### src/rtl/iob_asym_fifo_ctrl.sv
// Width-converting FIFO controller for an external asymmetric two-port RAM.
// Pointers and fill level count narrow words; data order is little-endian.
module iob_asym_fifo_ctrl #(
  parameter int unsigned W_DATA_W = 32,
  parameter int unsigned R_DATA_W = 8,
  parameter int unsigned ADDR_W   = 4,
  localparam int unsigned MIN_W    = (W_DATA_W < R_DATA_W) ? W_DATA_W : R_DATA_W,
  localparam int unsigned WN       = W_DATA_W / MIN_W,
  localparam int unsigned RN       = R_DATA_W / MIN_W,
  localparam int unsigned LOG_WN   = $clog2(WN),
  localparam int unsigned LOG_RN   = $clog2(RN),
  localparam int unsigned W_ADDR_W = ADDR_W - LOG_WN,
  localparam int unsigned R_ADDR_W = ADDR_W - LOG_RN,
  localparam int unsigned LVL_W    = ADDR_W + 1
) (
  input  logic                clk,
  input  logic                rst_n,
  input  logic                w_en_i,
  input  logic [W_DATA_W-1:0] w_data_i,
  output logic                w_full_o,
  input  logic                r_en_i,
  output logic [R_DATA_W-1:0] r_data_o,
  output logic                r_valid_o,
  output logic                r_empty_o,
  output logic [LVL_W-1:0]    level_o,
  output logic                ext_mem_w_en_o,
  output logic [W_ADDR_W-1:0] ext_mem_w_addr_o,
  output logic [W_DATA_W-1:0] ext_mem_w_data_o,
  output logic                ext_mem_r_en_o,
  output logic [R_ADDR_W-1:0] ext_mem_r_addr_o,
  input  logic [R_DATA_W-1:0] ext_mem_r_data_i
);

  localparam int unsigned CAP      = 1 << ADDR_W;
  localparam int unsigned FULL_THR = CAP - WN;

  logic [ADDR_W-1:0] wptr;
  logic [ADDR_W-1:0] rptr;
  logic [LVL_W-1:0]  level;
  logic [LVL_W-1:0]  level_nxt_c;
  logic              r_valid;
  logic              push_c;
  logic              pop_c;

  // Flags come from the registered level only, so a concurrent pop never
  // makes room for a push in the same cycle (and vice versa).
  assign w_full_o  = (level > LVL_W'(FULL_THR));
  assign r_empty_o = (level < LVL_W'(RN));

  assign push_c = w_en_i & ~w_full_o;
  assign pop_c  = r_en_i & ~r_empty_o;

  assign ext_mem_w_en_o   = push_c;
  assign ext_mem_w_addr_o = wptr[ADDR_W-1:LOG_WN];
  assign ext_mem_w_data_o = w_data_i;
  assign ext_mem_r_en_o   = pop_c;
  assign ext_mem_r_addr_o = rptr[ADDR_W-1:LOG_RN];

  assign r_data_o  = ext_mem_r_data_i;
  assign r_valid_o = r_valid;
  assign level_o   = level;

  // Net level change for this cycle's accepted push/pop.
  always_comb begin
    level_nxt_c = level;
    if (push_c) level_nxt_c = level_nxt_c + LVL_W'(WN);
    if (pop_c)  level_nxt_c = level_nxt_c - LVL_W'(RN);
  end

  // Capacity is a multiple of WN and RN, so plain modular wrap is exact.
  always_ff @(posedge clk or negedge rst_n) begin
    if (!rst_n) begin
      wptr    <= '0;
      rptr    <= '0;
      level   <= '0;
      r_valid <= 1'b0;
    end else begin
      if (push_c) wptr <= wptr + ADDR_W'(WN);
      if (pop_c)  rptr <= rptr + ADDR_W'(RN);
      level   <= level_nxt_c;
      r_valid <= pop_c;
    end
  end

endmodule

### config.mk
export PLATFORM = sky130hd
export DESIGN_NAME = iob_asym_fifo_ctrl
export DESIGN_NICKNAME = d
export VERILOG_FILES = /design/src/rtl/iob_asym_fifo_ctrl.sv
export SDC_FILE = /design/constraint.sdc
export NUM_CORES = 1
export LEC_CHECK = 0
export BUFFER_PORTS_ARGS = -buffer_cell sky130_fd_sc_hd__clkbuf_2
export CAP_MARGIN = 10
export CORE_MARGIN = 3
export CORE_UTILIZATION = 37
export CTS_CLUSTER_SIZE = 20
export DETAILED_ROUTE_END_ITERATION = 12
export PLACE_DENSITY = 0.87
export REMOVE_ABC_BUFFERS = 1
export SYNTH_ARGS = -nofsm -noshare
export SYNTH_HDL_FRONTEND = slang
export SYNTH_SLANG_ARGS = --single-unit
### constraint.sdc
create_clock -name clk -period 3.7 [get_ports clk]
set_input_delay 0.555 -clock clk [delete_from_list [all_inputs] [get_ports clk]]
set_output_delay 0.555 -clock clk [all_outputs]
set_load 0.02 [all_outputs]
==> metrics.md, run 1 <==
| Metric | Value |
|---|---|
| Status | `completed` |
| Max-Cap Viols | `0` |
| Met3 usage | `~27%` |
| Fill count | `about 250` |
| WS Path Type | `register to output port` |
| Clock tree buffer depth | `2` |
| Clock-pin slew on the worst setup and hold paths | `about 0.08 ns` |
| Slew Viols, Final | `0` |
| Ys Warns | `0` |
| Worst-Margin Slew | `0.560 ns` |
| DRC | `0` |
| DIE AREA | `3210 µm²` |
| Port buffer count | `19` |
| Setup violators final | `0` |
| I/O pin total | `100` |
| Crit end category | `output port` |
| First-pass GRT wire length | `4370 µm` |
| CTS Buf Count | `3` |
| Yosys reg bits | `12` |
| Post-layout min period | `approximately 2.5 ns` |
| Reg area | `about 300 µm²` |
| TNS Setup | `0 ns` |
| Endpoints failing hold | `0` |
| Area taken by multi-input logic gates | `318 µm²` |
| Critical path launch point type | `register` |
| Slew headroom | `between 60% and 70%` |
| Via Count | `580` |
| Vias in the first global route | `597` |
| Vias/cell | `approximately 5.3` |
| Hold Buf Count CTS | `0` |
| GR Overflow Total | `0` |
| RR Startpoint | `level_o[2]` |
| Clk_lat worst skew | `about 0.28 ns` |
| Synth Cell Area | `948 µm²` |
| Initial Util | `between 40% and 50%` |
| Largest net degree at the start of global routing | `13` |
| Synthesized instance count | `100` |
| Synth Flop Type | `dfrtp_1` |
| Max IR drop VDD | `between 0.4 and 0.5 mV` |
| Final core occ | `34.5%` |
| Sequential element share of the synthesized area | `31.7%` |
| GR Layer Usage met1 | `between 20% and 30%` |
| H-tree levels | `1` |
| RSZ-0062 raised after global routing | `no` |
| Crit Path Max Fanout | `12` |
| Synth area leader | `buf_4` |
| Met2 Usage GRT | `27.2%` |
| Final worst path period share | `between 60% and 70%` |
| Core Box Area | `about 2300 µm²` |
| Total wire length | `approximately 3300 µm` |
| Cell with the most instances after synthesis | `buf_4` |
| Layout cells sized above 1 | `between 30% and 40%` |
| # rows | `17` |
| Initial drt markers | `9` |
| Ant. Diodes | `0` |
| Clk sink count | `12` |
| Largest cells by area after synthesis | `buf_4 (32%), dfrtp_1 (32%), ha_1 (5.3%), xnor2_1 (4.6%), nand2_1 (3.2%)` |
| Width of the die | `~57 µm` |
| P_leak | `between 0.0003 and 0.0004 µW` |
| Top cells by count, synth | `buf_4 (40), dfrtp_1 (12), nand2_1 (8)` |
| Power Density | `roughly 890 nW/µm²` |
| Post-CTS Setup Inserts | `0` |
| Async set-reset flop share out of synthesis | `100%` |
| Post-CTS resize count | `0` |
| Antenna violations before repair | `0` |
| R2r setup slk | `roughly 1.8 ns` |
| Chip Height | `about 57 µm` |
| Reg-to-Reg End | `level_o[4]` |
| Gr usage total | `between 20 and 25%` |
| Synthesized area per cell | `about 9.5 µm²` |
| Gpl congestion | `0.861` |
| Distinct cell type count after synthesis | `27` |
| Drt wl/cell | `around 30 µm` |
| Worst EP required | `approximately 3.1 ns` |
| Root buffer cell | `clkbuf_4` |
| Share of the synthesized area in the top cell type | `about a third` |
| CTS tree | `yes` |
| Layout area overhead | `-15.7%` |
| Clk_skew | `a little over 0.008 ns` |
| Final-stage net count | `130` |
| First-pass iteration count of the detailed router | `2` |
| Worst hold-check path type | `input pin to asynchronous set/reset pin` |
| Gr busiest metal | `met2` |
| Fmax | `between 400 and 500 MHz` |
| Critical Path AT | `1.94 ns` |
| Detail Route Antenna Nets | `0` |
| FF-to-FF path depth | `5` |
| Number of synthesized flops with an enable pin | `0` |
==> flip-flops by register name, summed over array words and instances, names as in the netlist <==
name              flops
ext_mem_r_addr_o      4
level_o               5
r_valid_o             1
wptr                  2
==> layer usage <==
metal / part of all wire [%] / up-vias
met5: 1.2 / -
met2: 38 / 62
li1: - / 249
met3: 27 / 4
met1: 34 / 263
met4: 0.37 / 2
==> logic make-up (layout without fill, tap and decap cells) <==
logic type,count (synthesis),after routing,share of synthesized area [%]
xor gates and xnor gates,8,8,7.39
DFF,12,12,31.7
muxes,2,2,2.11
and+or+nand+nor,19,19,11.0
adders and majority gates,4,4,5.28
AOI/OAI and AO/OA,9,9,7.78
buffers and inverters,46,27,34.8
==> layout by cell type, fill, tap and decap left out <==
master / netlist / layout
o21ai_1: 1 / 1
mux2i_1: 2 / 2
nor2_1: 2 / 2
o211ai_2: 1 / 1
or4b_1: 1 / 1
ha_1: 4 / 4
nand2b_1: 1 / 1
a2111oi_0: 1 / 1
inv_1: 3 / 3
nor2b_1: 1 / 1
or4_4: 1 / 1
nand3b_1: 1 / 1
inv_2: 1 / 1
nor3b_1: 1 / 1
xor2_1: 3 / 3
clkbuf_2: 0 / 19
nand2_1: 8 / 8
o21ai_4: 1 / 1
nand4_1: 2 / 2
xnor2_1: 5 / 5
nor3_1: 1 / 1
a31o_2: 1 / 1
clkbuf_8: 0 / 1
clkbuf_4: 0 / 3
a21oi_1: 2 / 2
a31oi_1: 2 / 2
dfrtp_1: 12 / 12
==> worst max-delay path: stages (launching register included) <==
cell      delay, ns
dfrtp_1        0.58
ha_1           0.25
nand2_1        0.09
a31oi_1        0.47
clkbuf_2       0.27
==> metrics by stage <==
step           hold slack, ns  instances  power, µW  cell area [µm²]  setup slack, ns
6_report                0.149        109        712              800             1.21
5_1_grt                 0.154        109        769              800             1.08
4_1_cts                 0.146        109        720              800             1.20
3_5_place_dp            0.457        105        610              763             1.54
3_3_place_gp            0.448        105        592              763             1.64
2_1_floorplan           0.259         58        494              633             1.65
==> power by group <==
group / internal, µW / switching (µW) / leakage, µW
clock network: 59.9 / 45.5 / 0.0000210
logic: 135 / 201 / 0.000211
registers: 189 / 82.3 / 0.000140
total: 384 / 329 / 0.000372
==> area by class of cell <==
type | count | share of cell area (%)
Multi-Input combinational cell | 42 | 39.7
Inverter | 4 | 1.88
Tap cell | 28 | 4.38
Sequential cell | 12 | 37.6
Clock buffer | 4 | 4.54
Timing Repair Buffer | 19 | 11.9
==> worst max path at each step <==
stage / from / slack [ns] / end / depth (start not counted)
6_report: level_o[2] / 1.21 / ext_mem_w_en_o / 4
5_1_grt: level_o[2] / 1.08 / ext_mem_w_en_o / 4
4_1_cts: level_o[2] / 1.20 / ext_mem_w_en_o / 4
3_5_place_dp: level_o[2] / 1.54 / ext_mem_w_en_o / 4
3_3_place_gp: level_o[2] / 1.64 / ext_mem_w_en_o / 4
2_1_floorplan: level_o[2] / 1.65 / ext_mem_w_en_o / 3
No activity file was read; power rests on OpenSTA's default activity.
==> inputs of run 2 (changes only) <==
Settings changed: CORE_UTILIZATION 37 to 31, PLACE_DENSITY 0.87 to 0.79.
Clock period 3.7 ns to 2.24 ns, I/O delays scaled along.
==> run 2 against run 1 <==
  * Non-clock buffer count up 3
  * Clock power up 23%
  * Worst hold slack better by 0.19 ns
  * Combinational power grew 67%
  * Clock skew shrank 0.0077 ns
  * Final cell count is 4.6% higher
  * Critical path type unchanged
  * Sequential power is 66% higher
  * Worst setup slack lost 1.1 ns
  * First-iteration DRC count decreased by 22%
  * Critical endpoint is now ext_mem_r_en_o
  * Design area increased by 2.0%
==> metrics.md, run 2 (synthesis results as in run 1) <==
| Metric | Value |
|---|---|
| Layout area overhead | `-14.0%` |
| Final instance area | `816 µm² (+2.0%)` |
| Status | `completed` |
| FF-to-FF path depth | `5 (unchanged)` |
| Largest net degree at the start of global routing | `13 (unchanged)` |
| RR Startpoint | `level_o[2]` |
| Hold path cells | `2` |
| R2r setup slk | `0.46 ns (-1.38 ns)` |
| Clk_skew | `0.000528 ns (-0.00774 ns)` |
| Crit end category | `output port` |
| Clock-pin slew on the worst setup and hold paths | `0.07 ns (about the same)` |
| First-pass iteration count of the detailed router | `4 (+2)` |
| Antenna violations before repair | `0 (unchanged)` |
| Hold EP | `level_o[0]` |
| Worst hold-check path type | `input pin to register` |
| RSZ-0062 raised after global routing | `no` |
| Reg-to-Reg End | `level_o[4]` |
| Core Box Area | `2830 µm² (+22%)` |
| Drt wl/cell | `28.2 µm (-5.6%)` |
| Slew Viols, Final | `0 (unchanged)` |
| Max-Cap Viols | `0 (unchanged)` |
| Initial Util | `33.5% (-7.4 points)` |
| Vias in the first global route | `581 (-2.7%)` |
| Via Count | `609 (+5.0%)` |
| Gr usage total | `18.1% (-2.6 points)` |
| Ant. Diodes | `0 (unchanged)` |
| Port buffer count | `19 (unchanged)` |
| TNS Setup | `0 ns (unchanged)` |
| Endpoints failing hold | `0 (unchanged)` |
| CTS tree | `yes` |
| GR Overflow Total | `0 (unchanged)` |
| DRC | `0 (unchanged)` |
| Number of flip-flops in the largest register | `5 (unchanged)` |
| First-pass GRT wire length | `4330 µm (-1.1%)` |
| Dpl cell area | `774 µm² (+1.5%)` |
| Slew headroom | `68.4% (+5.9 points)` |
| Worst-Margin Slew | `0.462 ns (-0.0975 ns)` |
| DPL Wire Length | `roughly 2800 µm` |
| # rows | `19 (+2)` |
| Vias/cell | `5.34 (+0.39%)` |
| CTS Buf Count | `3 (unchanged)` |
| Total wire length | `3220 µm (-1.2%)` |
| Critical Path AT | `1.79 ns (-0.15 ns)` |
| Post-layout min period | `2.12 ns` |
| I/O pin total | `100 (unchanged)` |
| Chip Height | `61.3 µm (+8.3%)` |
| Width of the die | `61.3 µm (+8.3%)` |
| WS Path Type | `register to output port` |
| Detail Route Antenna Nets | `0 (unchanged)` |
| Initial drt markers | `7 (-2)` |
| P_leak | `0.000378 µW (+1.6%)` |
| Setup violators final | `0 (unchanged)` |
| DIE AREA | `3760 µm² (+17%)` |
| Gpl congestion | `0.798 (-7.3%)` |
| Power Density | `1400 nW/µm² (+57%)` |
| Layout cells sized above 1 | `36.1% (+1.6 points)` |
| Clk_lat worst skew | `0.26 ns (-0.02 ns)` |
| Clock tree buffer depth | `2 (unchanged)` |
| Fmax | `~470 MHz` |
| Root buffer cell | `clkbuf_4` |
| Max IR drop VDD | `0.575 mV (+35%)` |
| Final worst path period share | `a little over nine tenths` |
| Min-Delay Startpoint | `r_en_i` |
| Worst EP required | `1.90 ns (-1.24 ns)` |
| Clk sink count | `12 (unchanged)` |
| Most common cell after layout, fill and taps aside | `clkbuf_2` |
| Critical path launch point type | `register` |
| Final-stage net count | `133 (+2.3%)` |
| H-tree levels | `1 (unchanged)` |
| Commonest cells after routing, fill and taps aside | `clkbuf_2 (19), dfrtp_1 (11), nand2_1 (8), xnor2_1 (5), ha_1 (4)` |
| Crit Path Max Fanout | `10 (-2)` |
## run 2: power breakdown
| part | internal [µW] | total (µW) | switching [µW] |
|---|---|---|---|
| logic | 230 | 559 | 328 |
| clock network | 62.1 | 129 | 67.0 |
| registers | 315 | 452 | 137 |
| total | 607 | 1140 | 532 |
## run 2: what timing repair did
| action | CTS | global route |
|---|---|---|
| hold endpoints to repair | 12 | 0 |
| buffers inserted | 0 | 1 |
| resized for setup | 0 | 1 |
| hold buffers | 1 | 0 |
| setup endpoints to repair | 0 | 1 |
## run 2: stage by stage
| stage | std cells | setup slack [ns] | hold WS [ns] | util (%) | power (µW) |
|---|---|---|---|---|---|
| floorplan | 58 | 0.300 | 0.0404 | - | 815 |
| global placement | 109 | 0.410 | 0.235 | 27.4 | 989 |
| detailed placement | 109 | 0.371 | 0.246 | 27.4 | 1020 |
| CTS | 113 | 0.0567 | 0.338 | 28.5 | 1150 |
| global route | 114 | 0.0117 | 0.347 | 28.8 | 1250 |
| finish | 114 | 0.118 | 0.334 | 28.8 | 1140 |
## run 2: worst max path at each step
stage | startpoint | to | slack (ns)
3_3_place_gp | level_o[3] | ext_mem_r_en_o | 0.41
4_1_cts | level_o[3] | ext_mem_r_en_o | 0.06
2_1_floorplan | level_o[2] | level_o[2] | 0.30
6_report | level_o[3] | ext_mem_r_en_o | 0.12
3_5_place_dp | level_o[3] | ext_mem_r_en_o | 0.37
5_1_grt | level_o[3] | ext_mem_r_en_o | 0.01
## run 2: cell type report
class / instances / area [µm²]
Timing Repair Buffer: 22 / 120
Sequential cell: 12 / 302
Multi-Input combinational cell: 42 / 318
Fill cell: 302 / 2010
Clock buffer: 3 / 22.5
Tap cell: 31 / 38.8
Inverter: 4 / 15.0
## run 2: worst max-delay path, cell delays in order (launching register included)
cell and delay, ns:
dfrtp_2 0.47, or4_4 0.56, o21ai_4 0.22, inv_2 0.10, clkbuf_2 0.17
## run 2: metal layers
metal | track usage [%] | wire length (µm)
met3 | 25.8 | 985
met5 | 0 | 0
met1 | 20.9 | 1140
met4 | 1.86 | 0
met2 | 19.0 | 1090
==> inputs of run 3 (changes only) <==
Settings changed: CORE_ASPECT_RATIO from default to 0.9, CORE_UTILIZATION 31 to 36, CTS_BUF_LIST from default to sky130_fd_sc_hd__clkbuf_4, PLACE_DENSITY 0.79 to 0.86.
Clock period 2.24 ns to 2 ns, I/O delays scaled along.
==> run 3 against run 2 <==
  * Final cell count up 3.5%
  * Sequential power is 6.6% higher
  * Via count increased by 2.8%
  * Sequential share of layout area fell by 2.1 points
  * Die area shrank 13%
  * Register-to-register slack got worse by 0.24 ns
  * Combinational power grew 28%
==> metrics.md, run 3 (synthesis results as in run 1) <==
| Metric | Value |
|---|---|
| Status | `completed` |
| Core Box Area | `2490 µm² (-12%)` |
| Layout cells sized above 1 | `40.0% (+3.9 points)` |
| Worst-Margin Slew | `0.483 ns (+0.0211 ns)` |
| Layout area overhead | `-8.71%` |
| Clock-pin slew on the worst setup and hold paths | `0.08 ns (about the same)` |
| RSZ-0062 raised after global routing | `no` |
| Root buffer cell | `clkbuf_4` |
| CTS Buf Count | `3 (unchanged)` |
| Via Count | `626 (+2.8%)` |
| R2r setup slk | `0.22 ns (-0.24 ns)` |
| Post-layout min period | `roughly 1.9 ns` |
| Max IR drop VDD | `0.810 mV (+41%)` |
| Vias in the first global route | `653 (+12%)` |
| FF-to-FF path depth | `6 (+1)` |
| # rows | `17 (-2)` |
| PnR worst setup slack | `0.0620 ns (-0.0556 ns)` |
| Clock tree buffer depth | `2 (unchanged)` |
| Most common cell after layout, fill and taps aside | `clkbuf_2` |
| Vias/cell | `5.31 (-0.69%)` |
| Gpl congestion | `0.799 (+0.21%)` |
| Largest net degree at the start of global routing | `13 (unchanged)` |
| Final worst path period share | `96.9%` |
| First-pass GRT wire length | `4490 µm (+3.8%)` |
| WS Path Type | `register to output port` |
| Antenna violations before repair | `0 (unchanged)` |
| Gr usage total | `21.4% (+3.3 points)` |
| Total wire length | `3340 µm (+3.7%)` |
| Number of flip-flops in the largest register | `5 (unchanged)` |
| I/O pin total | `100 (unchanged)` |
| Final-stage net count | `139 (+4.5%)` |
| DIE AREA | `3290 µm² (-13%)` |
| Critical path origin | `level_o[3]` |
| Detail Route Antenna Nets | `0 (unchanged)` |
| Ant. Diodes | `0 (unchanged)` |
| Clk sink count | `12 (unchanged)` |
| Critical Path AT | `1.64 ns (-0.15 ns)` |
| Fmax | `a little over 500 MHz` |
| TNS Setup | `0 ns (unchanged)` |
| P_leak | `0.000409 µW (+8.3%)` |
| Initial Util | `38.1% (+4.6 points)` |
| Drt wl/cell | `28.3 µm (+0.21%)` |
| Place WS | `0.221 ns (-0.150 ns)` |
| End of the critical path | `ext_mem_r_en_o` |
| Port buffer count | `19 (unchanged)` |
| Worst hold-check path type | `input pin to register` |
| Clk_lat worst skew | `0.27 ns (about the same)` |
| RR Startpoint | `level_o[0]` |
| Slew Viols, Final | `0 (unchanged)` |
| Chip Height | `54.7 µm (-11%)` |
| GR Overflow Total | `0 (unchanged)` |
| Crit Path Max Fanout | `5 (-5)` |
| Min Hold Slack | `0.286 ns (-0.0474 ns)` |
| Fill count | `257 (-15%)` |
| Initial drt markers | `12 (+5)` |
| First-pass iteration count of the detailed router | `2 (-2)` |
| Max-Cap Viols | `0 (unchanged)` |
| Critical path launch point type | `register` |
| H-tree levels | `1 (unchanged)` |
| Clk_skew | `0.00987 ns (+0.00934 ns)` |
| Worst EP required | `1.70 ns (-0.20 ns)` |
| Width of the die | `60.1 µm (-2.0%)` |
| CTS tree | `yes` |
| Crit end category | `output port` |
| DRC | `0 (unchanged)` |
| DPL Wire Length | `2830 µm (+1.7%)` |
| Power Density | `1560 nW/µm² (+12%)` |
| Endpoints failing hold | `0 (unchanged)` |
| Slew headroom | `66.9% (-1.4 points)` |
| Setup violators final | `0 (unchanged)` |
| Commonest cells after routing, fill and taps aside | `clkbuf_2 (18), dfrtp_1 (11), buf_4 (9), nand2_1 (8), xnor2_1 (5)` |
| Reg-to-Reg End | `level_o[4]` |
[run 3: final cells by class]
cell class,count,area (µm²),area share [%]
inverters,4,17.5,2.02
repair buffers,28,168,19.4
clock inverters,1,3.75,0.434
multi-input cells,42,318,36.7
clock buffers,3,22.5,2.60
flip-flops and latches,12,302,34.8
well taps,28,35.0,4.05
[run 3: how the worst min path moves through the flow]
stage                      start                  end  slack [ns]  depth (start not counted)
after floorplan            rst_n  ext_mem_r_addr_o[0]       0.004                          0
after global placement     rst_n              wptr[2]        0.19                          1
after detailed placement   rst_n           level_o[2]        0.20                          1
after CTS                 r_en_i           level_o[0]        0.29                          2
after global routing      r_en_i           level_o[0]        0.32                          2
final                     r_en_i           level_o[0]        0.29                          2
[run 3: through the flow]
stage / utilization, % / instance area [µm²] / std cells / total power, µW
final: 34.8 / 866 / 118 / 1350
after global routing: 34.8 / 866 / 118 / 1470
after CTS: 33.7 / 838 / 115 / 1350
after floorplan: - / 633 / 58 / 913
after global placement: 31.6 / 786 / 108 / 1130
after detailed placement: 31.6 / 786 / 108 / 1170
[run 3: power by group]
part | switching, µW | total (µW) | internal (µW) | leakage [µW]
Combinational | 413 | 717 | 304 | 0.000255
Clock | 80.5 | 153 | 72.2 | 0.0000154
Sequential | 130 | 482 | 352 | 0.000139
[run 3: routing by layer]
metal | global-route usage [%] | vias up | share of wire, %
met5 | 1.79 | - | 0
met4 | 1.11 | 0 | 0
met3 | 29.5 | 0 | 29
met2 | 24.5 | 69 | 35
met1 | 23.6 | 289 | 36
li1 | - | 268 | -
[run 3: repair_timing]
item / CTS / global route
buffers inserted: 2 / 3
hold endpoints to repair: 12 / 0
pin swaps: 1 / 2
hold buffers: 1 / 0
gates resized for setup: 1 / 3
setup endpoints to repair: 1 / 1
[run 3: worst max-delay path, stage by stage (launching register included)]
cell,delay (ns)
dfrtp_2,0.41
or4_4,0.55
o21ai_4,0.18
inv_4,0.06
buf_4,0.15
